`config.mk`:
```
export PLATFORM = sky130hd
export DESIGN_NAME = nes_clk_en_gen_flat
export DESIGN_NICKNAME = d
export VERILOG_FILES = /design/src/rtl/nes_clk_en_gen_pkg.sv /design/src/rtl/nes_clk_en_gen_if.sv /design/src/rtl/nes_clk_en_gen_clk_div_ch.sv /design/src/rtl/nes_clk_en_gen.sv /design/src/flat_wrapper.sv
export SDC_FILE = /design/constraint.sdc
export NUM_CORES = 1
export LEC_CHECK = 0
export CORE_MARGIN = 4
export CORE_UTILIZATION = 40
export CTS_CLUSTER_SIZE = 10
export DETAILED_ROUTE_END_ITERATION = 10
export SLEW_MARGIN = 40
export SYNTH_ARGS = -nofsm -noshare
export SYNTH_HDL_FRONTEND = slang
export SYNTH_SLANG_ARGS = --single-unit
```
`constraint.sdc`:
```
create_clock -name m_clk -period 3.8 [get_ports m_clk]
set_clock_uncertainty 0.05 [all_clocks]
set_input_delay 1.14 -clock m_clk [delete_from_list [all_inputs] [get_ports m_clk]]
set_output_delay 1.14 -clock m_clk [all_outputs]
set_load 0.05 [all_outputs]
```
`src/rtl/nes_clk_en_gen_pkg.sv`:
```
// nes_clk_pkg: shared types and constants for the NES clock-enable generator.
//   state_t      : pause/step controller states
//   MODE_NTSC/PAL: encodings of mode_sel / mode_active
//   *_NTSC/*_PAL : default divisors and M2 low-phase lengths
package nes_clk_pkg;

  typedef enum logic [1:0] {
    RUN    = 2'd0,
    DRAIN  = 2'd1,
    PAUSED = 2'd2,
    STEP   = 2'd3
  } state_t;

  localparam logic MODE_NTSC = 1'b0;
  localparam logic MODE_PAL  = 1'b1;

  localparam int CPU_DIV_NTSC = 12;
  localparam int PPU_DIV_NTSC = 4;
  localparam int CPU_DIV_PAL  = 16;
  localparam int PPU_DIV_PAL  = 5;

  localparam int M2_LOW_NTSC  = 5;
  localparam int M2_LOW_PAL   = 6;

endpackage

```
`src/rtl/nes_clk_en_gen_if.sv`:
```
// nes_clk_en_gen_if: control/status bundle of the clock-enable generator.
//   run, step_req, mode_sel            : controller -> generator
//   step_ack, mode_active, cpu_ce,
//   ppu_ce, cpu_cycles (, m2)          : generator -> core
// Macro NES_CLK_M2_EN adds the m2 bus-phase signal.
interface nes_clk_en_gen_if #(
  parameter int CYC_W = 16
);
  logic             run;
  logic             step_req;
  logic             step_ack;
  logic             mode_sel;
  logic             mode_active;
  logic             cpu_ce;
  logic             ppu_ce;
  logic [CYC_W-1:0] cpu_cycles;
`ifdef NES_CLK_M2_EN
  logic             m2;
`endif

  modport master (
    output run, step_req, mode_sel,
    input  step_ack, mode_active, cpu_ce, ppu_ce, cpu_cycles
`ifdef NES_CLK_M2_EN
    , input m2
`endif
  );

  modport slave (
    input  run, step_req, mode_sel,
    output step_ack, mode_active, cpu_ce, ppu_ce, cpu_cycles
`ifdef NES_CLK_M2_EN
    , output m2
`endif
  );
endinterface

```
`src/rtl/nes_clk_en_gen_clk_div_ch.sv`:
```
// clk_div_ch: one divider channel. Counts 0..div-1 on each tick and emits a
// registered one-cycle enable when the terminal count is ticked past.
//   m_clk, rst_n : clock, async active-low reset
//   tick         : advance the counter this cycle
//   load_zero    : on a tick, reload 0 instead of advancing
//   div          : current divisor
//   terminal     : cnt == div-1 (combinational)
//   ce           : registered enable pulse
//   cnt          : current count
module clk_div_ch #(
  parameter int CNT_W = 5
) (
  input  logic             m_clk,
  input  logic             rst_n,
  input  logic             tick,
  input  logic             load_zero,
  input  logic [CNT_W-1:0] div,
  output logic             terminal,
  output logic             ce,
  output logic [CNT_W-1:0] cnt
);

  logic [CNT_W-1:0] cnt_q;

  assign terminal = (cnt_q == div - CNT_W'(1));
  assign cnt      = cnt_q;

  always_ff @(posedge m_clk or negedge rst_n) begin
    if (!rst_n) begin
      cnt_q <= '0;
      ce    <= 1'b0;
    end else if (tick) begin
      ce    <= terminal;
      cnt_q <= (load_zero || terminal) ? '0 : cnt_q + CNT_W'(1);
    end else begin
      ce    <= 1'b0;
    end
  end

endmodule

```
`src/rtl/nes_clk_en_gen.sv`:
```
// nes_clk_en_gen: CPU/PPU clock-enable generator with NTSC/PAL divisor sets,
// boundary-aligned mode switching and debug pause/single-step.
//   m_clk, rst_n : master clock, async active-low reset
//   bus          : nes_clk_en_gen_if.slave (run/step/mode in, enables/status out)
// Macro NES_CLK_M2_EN adds the registered m2 CPU bus-phase output.
//
// state  | meaning
// RUN    | free-running, tick every cycle
// DRAIN  | run dropped; tick until the next CPU boundary, then pause
// PAUSED | no tick; counters just past a boundary
// STEP   | tick until the next CPU boundary, then ack and pause
module nes_clk_en_gen
  import nes_clk_pkg::*;
#(
  parameter int CPU_DIV_A = CPU_DIV_NTSC,
  parameter int PPU_DIV_A = PPU_DIV_NTSC,
  parameter int CPU_DIV_B = CPU_DIV_PAL,
  parameter int PPU_DIV_B = PPU_DIV_PAL,
  parameter int CNT_W     = 5,
  parameter int CYC_W     = 16
`ifdef NES_CLK_M2_EN
  , parameter int M2_LOW_A = M2_LOW_NTSC,
  parameter int M2_LOW_B  = M2_LOW_PAL
`endif
) (
  input logic            m_clk,
  input logic            rst_n,
  nes_clk_en_gen_if.slave bus
);

  state_t           state_q, state_d;
  logic             mode_q, flip_q, pend_q, ack_q;
  logic [CYC_W-1:0] cyc_q;
  logic             tick, ack_d, cpu_term, switch_now;
  logic             cpu_ce, ppu_ce;
  logic [CNT_W-1:0] cpu_div, ppu_div;

  assign cpu_div = (mode_q == MODE_PAL) ? CNT_W'(CPU_DIV_B) : CNT_W'(CPU_DIV_A);
  assign ppu_div = (mode_q == MODE_PAL) ? CNT_W'(PPU_DIV_B) : CNT_W'(PPU_DIV_A);

  // A pending switch lands on a ticked CPU boundary; that boundary's cpu_ce
  // still belongs to the old mode, the new divisors apply from the next edge.
  assign switch_now = tick && cpu_term && pend_q && (state_q != PAUSED);

  always_comb begin
    state_d = state_q;
    tick    = 1'b1;
    ack_d   = 1'b0;
    case (state_q)
      RUN: begin
        // dropping run exactly on a boundary tick pauses right away
        if (!bus.run) state_d = cpu_term ? PAUSED : DRAIN;
      end
      DRAIN: begin
        if (bus.run)       state_d = RUN;
        else if (cpu_term) state_d = PAUSED;
      end
      PAUSED: begin
        // the leaving edge already ticks, so a step is exactly CPU_DIV ticks
        tick = bus.run || bus.step_req;
        if (bus.run)           state_d = RUN;
        else if (bus.step_req) state_d = STEP;
      end
      STEP: begin
        if (bus.run) begin
          state_d = RUN;
        end else if (cpu_term) begin
          state_d = PAUSED;
          ack_d   = 1'b1;
        end
      end
      default: state_d = RUN;
    endcase
  end

  always_ff @(posedge m_clk or negedge rst_n) begin
    if (!rst_n) begin
      state_q <= RUN;
      mode_q  <= MODE_NTSC;
      flip_q  <= 1'b0;
      pend_q  <= 1'b0;
      ack_q   <= 1'b0;
      cyc_q   <= '0;
    end else begin
      state_q <= state_d;
      flip_q  <= switch_now;
      mode_q  <= mode_q ^ flip_q;
      // mode_q is stale for one edge after a switch; ignore the mismatch then
      pend_q  <= (bus.mode_sel != mode_q) && !switch_now && !flip_q;
      ack_q   <= ack_d;
      if (tick && cpu_term) cyc_q <= cyc_q + CYC_W'(1);
    end
  end

`ifdef NES_CLK_M2_EN
  logic [CNT_W-1:0] cpu_cnt;
  logic [CNT_W-1:0] m2_low;
  logic             m2_q;

  assign m2_low = (mode_q == MODE_PAL) ? CNT_W'(M2_LOW_B) : CNT_W'(M2_LOW_A);

  always_ff @(posedge m_clk or negedge rst_n) begin
    if (!rst_n)    m2_q <= 1'b0;
    else if (tick) m2_q <= (cpu_cnt >= m2_low);
  end

  assign bus.m2 = m2_q;
`endif

  clk_div_ch #(.CNT_W(CNT_W)) u_cpu_div (
    .m_clk     (m_clk),
    .rst_n     (rst_n),
    .tick      (tick),
    .load_zero (switch_now),
    .div       (cpu_div),
    .terminal  (cpu_term),
    .ce        (cpu_ce),
`ifdef NES_CLK_M2_EN
    .cnt       (cpu_cnt)
`else
    .cnt       ()
`endif
  );

  clk_div_ch #(.CNT_W(CNT_W)) u_ppu_div (
    .m_clk     (m_clk),
    .rst_n     (rst_n),
    .tick      (tick),
    .load_zero (switch_now),
    .div       (ppu_div),
    .terminal  (),
    .ce        (ppu_ce),
    .cnt       ()
  );

  assign bus.cpu_ce      = cpu_ce;
  assign bus.ppu_ce      = ppu_ce;
  assign bus.step_ack    = ack_q;
  assign bus.mode_active = mode_q;
  assign bus.cpu_cycles  = cyc_q;

endmodule

```
`src/flat_wrapper.sv`:
```
// flat-port wrapper written by rule: the top's interface ports become plain ports
module nes_clk_en_gen_flat import nes_clk_pkg::*;
#(
  parameter int CPU_DIV_A = CPU_DIV_NTSC,
  parameter int PPU_DIV_A = PPU_DIV_NTSC,
  parameter int CPU_DIV_B = CPU_DIV_PAL,
  parameter int PPU_DIV_B = PPU_DIV_PAL,
  parameter int CNT_W     = 5,
  parameter int CYC_W     = 16

)
  (m_clk, rst_n, bus_run, bus_step_req, bus_mode_sel, bus_step_ack, bus_mode_active, bus_cpu_ce, bus_ppu_ce, bus_cpu_cycles);
  nes_clk_en_gen_if #(.CYC_W(CYC_W)) bus_i ();
  input logic m_clk;
  input logic rst_n;
  input wire logic [$bits(bus_i.run)-1:0] bus_run;
  input wire logic [$bits(bus_i.step_req)-1:0] bus_step_req;
  input wire logic [$bits(bus_i.mode_sel)-1:0] bus_mode_sel;
  output wire logic [$bits(bus_i.step_ack)-1:0] bus_step_ack;
  output wire logic [$bits(bus_i.mode_active)-1:0] bus_mode_active;
  output wire logic [$bits(bus_i.cpu_ce)-1:0] bus_cpu_ce;
  output wire logic [$bits(bus_i.ppu_ce)-1:0] bus_ppu_ce;
  output wire logic [$bits(bus_i.cpu_cycles)-1:0] bus_cpu_cycles;
  assign bus_i.run = bus_run;
  assign bus_i.step_req = bus_step_req;
  assign bus_i.mode_sel = bus_mode_sel;
  assign bus_step_ack = bus_i.step_ack;
  assign bus_mode_active = bus_i.mode_active;
  assign bus_cpu_ce = bus_i.cpu_ce;
  assign bus_ppu_ce = bus_i.ppu_ce;
  assign bus_cpu_cycles = bus_i.cpu_cycles;
  nes_clk_en_gen #(.CPU_DIV_A(CPU_DIV_A), .PPU_DIV_A(PPU_DIV_A), .CPU_DIV_B(CPU_DIV_B), .PPU_DIV_B(PPU_DIV_B), .CNT_W(CNT_W), .CYC_W(CYC_W)) u_core (.m_clk(m_clk), .rst_n(rst_n), .bus(bus_i));
endmodule
```
# After elaboration in Yosys (flattened, before gate mapping)
# Index checks and enable logic that the tools add are counted.
# totals
ff_bits,34
in_bits,5
elab_cells,56
# op_classes
mux,17
n_eq_ne,10
bitwise_logic,1
n_reduce_logical,13
n_addsub,5
# ops
operator,count
$add 16x1->16 const B,1
$mux 5,3
$mux 2,6
$add 5x1->5 const B,2
$eq 5x5->1,2
$sub 5x1->5 const B,2
$mux 1,7
$pmux 2 s3,1
$logic_and 1x1->1,5
$eq 2x2->1 const B,2
$ne 2x2->1 const B,2
$logic_or 1x1->1,3
$ne 3x1->1 const B,1
$ne 3x3->1 const B,1
$reduce_and 3->1,1
$eq 2x1->1 const B,1
$logic_not 1->1,2
$logic_not 2->1,1
$reduce_or 2->1,1
$ne 1x1->1,1
$xor 1x1->1,1

# Longest topological paths before layout
# Gate-level depths: netlist (run 1).
# logic_depth
ltp_word,9
depth_mapped,6
ltp_nobuf,5

# Modules after synthesis
# A second synthesis (run 1) with hierarchy kept.
# unflattened
cells_unflattened,163
area_unflattened_um2,1876.8
# by_module_without_submodules
module,n_inst,cells_per_inst,area_each_um2
nes_clk_en_gen,1,79,955.9
clk_div_ch,2,42,460.4

# Worst setup path after synthesis (run 1)
# Ideal clock, no wire load.
# synth_timing
path_kind,input port to flip-flop
from,input port bus_run
to,"register u_core.cyc_q[1], in the netlist u_core.bus.cpu_cycles[1]"
path_slack_ns,1.526
n_path_buf,0
cell_stages,3
setup_ns,0.125
t_required_ns,3.625
t_arrival_ns,2.099
path_cell_list,nor4b_4 -> nor3_4 -> mux2_4
# synth_via
elab_chain_len,3
# synth_lines
item,line_no,rtl
"start, declared",flat_wrapper.sv:16,input wire logic [$bits(bus_i.run)-1:0] bus_run;
$logic_or 1x1->1,nes_clk_en_gen.sv:60,tick = bus.run || bus.step_req;
$mux 1,nes_clk_en_gen.sv:49,case (state_q)
$logic_and 1x1->1,nes_clk_en_gen.sv:91,if (tick && cpu_term) cyc_q <= cyc_q + CYC_W'(1);
"end signal, assigned",nes_clk_en_gen.sv:91,
"end, declared",nes_clk_en_gen.sv:33,logic [CYC_W-1:0] cyc_q;
# No other way between the ends.
# A chain may end at the register's enable or synchronous reset.

# Worst setup path in the final report (run 1)
# layout_timing
from,"register u_core.mode_q, in the netlist u_core.bus.mode_active"
to,output port bus_mode_active
# layout_lines
item,line_no,rtl
"start, declared",nes_clk_en_gen.sv:32,"logic mode_q, flip_q, pend_q, ack_q;"
"start signal, assigned",nes_clk_en_gen.sv:87,mode_q <= mode_q ^ flip_q;
"end, declared",flat_wrapper.sv:20,output wire logic [$bits(bus_i.mode_active)-1:0] bus_mode_active;
# No word-level cell between the ends.

==> reports/qor.yml, run 1 <==
rrSetupSlack_ns: 2.00
r2r_cells: 5
ir_worst_vdd_mv: 0.291
cts.sinks: 34
critPathMaxStageDelay_ns: 0.87
required_ns: 2.61
drv_cap: 0
die_area_um2: 5130
min_period_over_period: 0.750
cts_setup_buffers: 0
postSynthAreaPerCell_um2: 11.6
critPathCapture: "bus_mode_active"
crit_start: "u_core.bus.mode_active"
synthFlopType: "dfrtp_1"
rsz0062_at_grt: "no"
hpwl_mm: 2.10
grt-busiest-layer: "met2"
grt_pass1_vias: 1157
synth_fp_nets: 147
vias: 1134
antenna_found_initial: 0
ios: 25
path_clk_slew_ns: 0.06
antenna_left: 0
wl_per_cell_um: 13.6
cp-end-kind: "output pin"
status: "completed"
grt_overflow_total: 0
synthCells: 139
place.gp.congestion: 0.777
use_met1: 0.156
cp.arrival_ns: 1.66
nFillCells: 349
insertion_delay_ns: 0.28
root_buffer: "clkbuf_8"
cts_tree: "yes"
use_met3: 0.0365
worstPathCellList: "clkdlybuf4s50_1"
synth_seq_area_share: 0.526
syn_area_um2: 1620
num_rows: 22
holdWs_ns: 0.410
rr_startpoint: "u_core.u_cpu_div.cnt[0]"
p_leak_uw: 0.000829
synth_edf_count: 0
pre_cts_ws_ns: 0.817
cp-start-kind: "flop"
worst-slew-pin-transition_ns: 0.641
cts_buffer_depth: 2
synth_top_cell_area_share: 0.526
yosys-top-cells-area: "dfrtp_1, xnor2_1, nand4_1"
holdCritPathClass: "reg2reg"
max_slew_margin: 0.571
core_um2: 3800
drc: 0
grt_max_degree: 35
tns_ns: 0
crit_type: "reg2out"
routed_via_density: 5.25
worstPathMaxFanout: 6
routed_wl_mm: 2.93
hold_buffers: 0
cts_max_level: 2
grt_use_total: 0.129
setup_viol: 0
area_growth_pct: 22.3
nets: 176
max_freq_mhz: 351
finalCriticalPeriod_ns: 2.85
power_density_nw_per_um2: 656
crit_family: "buffers and inverters"
synthArstFlopShare: 1.00
slew_viol_final: 0
synth-seq-cells: 34
drt_iter0_drc: 61
cts_resized: 0
numCtsBuffers: 5
yosysUniqueCellTypes: 36
ys_warn_count: 0
critPathBufInv: 1
yosysTopAreaCell: "dfrtp_1"
grt_pass1_wl_mm: 5.25
layout-drive-gt1-share: 0.119
antenna_cells: 0
fin_ws_ns: 0.950
die_h_um: 71.6
critical-path-slowest-cell: "clkdlybuf4s50_1"
reg2reg_to: "u_core.bus.cpu_cycles[11]"
dr.pass1.iters: 4
io_buffers: 24
initial_core_util: 0.426
cp_num_cells: 1
die_x_um: 71.6
met2_usage: 0.209
hold_viol_final: 0
-- registers in the layout, summed over array words and instances (netlist names) --
name                    flops
u_core.bus.mode_active      1
u_core.u_ppu_div.cnt        5
u_core.bus.step_ack         1
u_core.bus.cpu_cycles      16
u_core.flip_q               1
u_core.state_q              2
u_core.u_cpu_div.cnt        5
u_core.u_cpu_div.ce         1
u_core.pend_q               1
u_core.u_ppu_div.ce         1
-- worst reg2reg max path, delay by kind of cell (launching register included) --
family | cells | cell delay [ns]
fa+ha+maj | 1 | 0.25
flops | 1 | 0.40
simple gates | 3 | 0.83
xor+xnor | 1 | 0.16
-- stage by stage --
step / total power [uW] / instance area (um^2) / util / cells
4_1_cts: 1320 / 1980 / 0.521 / 216
2_1_floorplan: 931 / 1620 / - / 139
5_1_grt: 1390 / 1980 / 0.521 / 216
6_report: 1300 / 1980 / 0.521 / 216
3_3_place_gp: 1060 / 1900 / 0.501 / 209
3_5_place_dp: 1070 / 1900 / 0.501 / 209
-- report_power, final --
part	internal [uW]	switching, uW
Combinational	199	296
Clock	126	116
Sequential	456	106
Total	781	518
-- cells in the mapped netlist, types with 3 or more instances --
| cell | instances |
|---|---|
| dfrtp_1 | 34 |
| xnor2_1 | 15 |
| nand2_1 | 14 |
| nand3_1 | 9 |
| nand4_1 | 9 |
| nor2_1 | 7 |
| o21ai_1 | 5 |
| xor2_1 | 5 |
| and3_1 | 4 |
| a21oi_2 | 3 |
| and4_1 | 3 |
| ha_1 | 3 |
-- how the worst min path moves through the flow --
stage	slack, ns	endpoint	start	depth (start not counted)
2_1_floorplan	0.39	u_core.pend_q	u_core.flip_q	1
3_3_place_gp	0.40	u_core.pend_q	u_core.flip_q	1
3_5_place_dp	0.40	u_core.pend_q	u_core.flip_q	1
4_1_cts	0.41	u_core.pend_q	u_core.flip_q	1
5_1_grt	0.43	u_core.pend_q	u_core.flip_q	1
6_report	0.41	u_core.pend_q	u_core.flip_q	1
-- cells in the final DEF (no fill, tap or decap), types with 3 or more instances in the layout --
cell type / netlist / final
nor2_1: 7 / 7
clkdlybuf4s50_1: 0 / 24
a21oi_2: 3 / 3
o21ai_1: 5 / 5
xor2_1: 5 / 5
and4_1: 3 / 3
dfrtp_1: 34 / 34
nand3_1: 9 / 9
and3_1: 4 / 4
clkbuf_8: 0 / 5
ha_1: 3 / 3
xnor2_1: 15 / 15
nand4_1: 9 / 9
nand2_1: 14 / 14
-- routing by layer --
layer,wire (um),part of all wire
met4,55,0.019
met3,126,0.043
met1,1340,0.46
met2,1410,0.48
met5,0,0
-- cell families after synthesis --
logic type,after synthesis,share of synthesized area
AO/OA/AOI/OAI,14,0.0603
AND/OR/NAND/NOR,62,0.247
multiplexers,1,0.00927
XOR/XNOR,21,0.118
buffers and inverters,4,0.0162
flip-flops,34,0.526
adder cells (fa/ha/maj),3,0.0232
-- final cells by class --
cell class,instances,area [um^2],area share
well taps,48,60.1,0.0303
flip-flops and latches,34,851,0.430
inverters,1,3.75,0.00190
multi-input cells,101,742,0.375
clock buffers,7,76.3,0.0385
repair buffers,25,248,0.125
Power figures use the tool's default switching activity.
==> inputs of run 2 (changes only) <==
==> constraint.sdc (replaced) <==
create_clock -name m_clk -period 2.9 [get_ports m_clk]
set_clock_uncertainty 0.05 [all_clocks]
set_input_delay 0.87 -clock m_clk [delete_from_list [all_inputs] [get_ports m_clk]]
set_output_delay 0.87 -clock m_clk [all_outputs]
set_load 0.05 [all_outputs]
==> reports/qor.yml, run 2 (synthesis gave the netlist of run 1 again) <==
antenna_found_initial: 0
rsz0062_at_grt: "no"
ios: 25
place.gp.congestion: 0.777
root_buffer: "clkbuf_8"
postLayoutCoreUtil: 0.521
critPathMaxStageDelay_ns: 0.87
reg2reg_to: "u_core.bus.cpu_cycles[11]"
max_freq_mhz: 388
drv_cap: 0
finalInstanceArea_um2: 1980
nets: 176
grt_pass1_wl_mm: 5.33
rrSetupSlack_ns: 1.12
finalCriticalPeriod_ns: 2.58
whs_endpoint: "u_core.pend_q"
power_density_nw_per_um2: 859
layout-drive-gt1-share: 0.119
die_x_um: 71.6
worstPathCellList: "clkdlybuf4s50_1"
initial_core_util: 0.426
drc: 0
p_leak_uw: 0.000829
io_buffers: 24
cp-end-kind: "output pin"
grt_pass1_vias: 1128
path_clk_slew_ns: 0.06
hold_buffers: 0
drt_iter0_drc: 51
cts_resized: 0
fin_ws_ns: 0.322
tns_ns: 0
largest_register_ffs: 16
slew_viol_final: 0
cp.arrival_ns: 1.66
crit_family: "buffers and inverters"
area_growth_pct: 22.3
layout_common_cells: "dfrtp_1, clkdlybuf4s50_1, xnor2_1"
setup_viol: 0
holdCritPathClass: "reg2reg"
ir_worst_vdd_mv: 0.382
routed_wl_mm: 2.93
grt_overflow_total: 0
numCtsBuffers: 5
grt_use_total: 0.132
final_common_cell: "dfrtp_1"
cts_tree: "yes"
cts_buffer_depth: 2
grt_max_degree: 35
cts_max_level: 2
core_um2: 3800
r2r_cells: 5
max_slew_margin: 0.563
wl_per_cell_um: 13.6
dpl_cell_area_um2: 1900
crit_type: "reg2out"
num_rows: 22
antenna_left: 0
worst-slew-pin-transition_ns: 0.652
die_h_um: 71.6
cp-start-kind: "flop"
antenna_cells: 0
pre_cts_ws_ns: 0.184
cts.sinks: 34
dr.pass1.iters: 4
die_area_um2: 5130
critical-path-slowest-cell: "clkdlybuf4s50_1"
status: "completed"
worstPathMaxFanout: 6
hpwl_mm: 2.09
rr_startpoint: "u_core.u_cpu_div.cnt[0]"
insertion_delay_ns: 0.28
hold_viol_final: 0
critPathBufInv: 1
routed_via_density: 5.19
required_ns: 1.98
min_period_over_period: 0.889
vias: 1120
report.power.total_uw: 1700
min_from: "u_core.flip_q"
min_path_cells: 1
cts_setup_buffers: 0
run 2: cell counts in the layout (fill, tap and decap cells not counted):
No cell type changed its count.
run 2: area by class of cell:
type / count / area [um^2]
multi-input cells: 101 / 742
fillers: 338 / 1820
repair buffers: 25 / 248
well taps: 48 / 60.1
inverters: 1 / 3.75
flip-flops and latches: 34 / 851
clock buffers: 7 / 76.3
run 2: power by group:
| group | internal (uW) | total [uW] | switching, uW |
|---|---|---|---|
| Clock | 165 | 318 | 153 |
| Combinational | 260 | 646 | 386 |
| Sequential | 598 | 737 | 139 |
run 2: metrics by stage:
stage | instances | hold WS (ns)
after floorplan | 139 | 0.388
after global placement | 209 | 0.401
after detailed placement | 209 | 0.401
after CTS | 216 | 0.414
after global routing | 216 | 0.431
final | 216 | 0.410
run 2: metal layers:
| metal | vias to the layer above | global-route usage | part of all wire |
|---|---|---|---|
| met4 | 0 | 0.0564 | 0.020 |
| met3 | 6 | 0.0533 | 0.053 |
| li1 | 546 | - | - |
| met2 | 20 | 0.200 | 0.47 |
| met5 | - | 0 | 0 |
| met1 | 548 | 0.167 | 0.46 |
run 2: how the worst max path moves through the flow:
stage	start	endpoint	slack [ns]	cells past startpoint
floorplan	bus_run	u_core.bus.cpu_cycles[1]	0.90	3
global placement	bus_run	u_core.bus.cpu_cycles[1]	0.25	4
detailed placement	bus_run	u_core.bus.cpu_cycles[1]	0.18	4
CTS	u_core.bus.mode_active	bus_mode_active	0.30	1
global route	u_core.bus.mode_active	bus_mode_active	0.25	1
finish	u_core.bus.mode_active	bus_mode_active	0.32	1
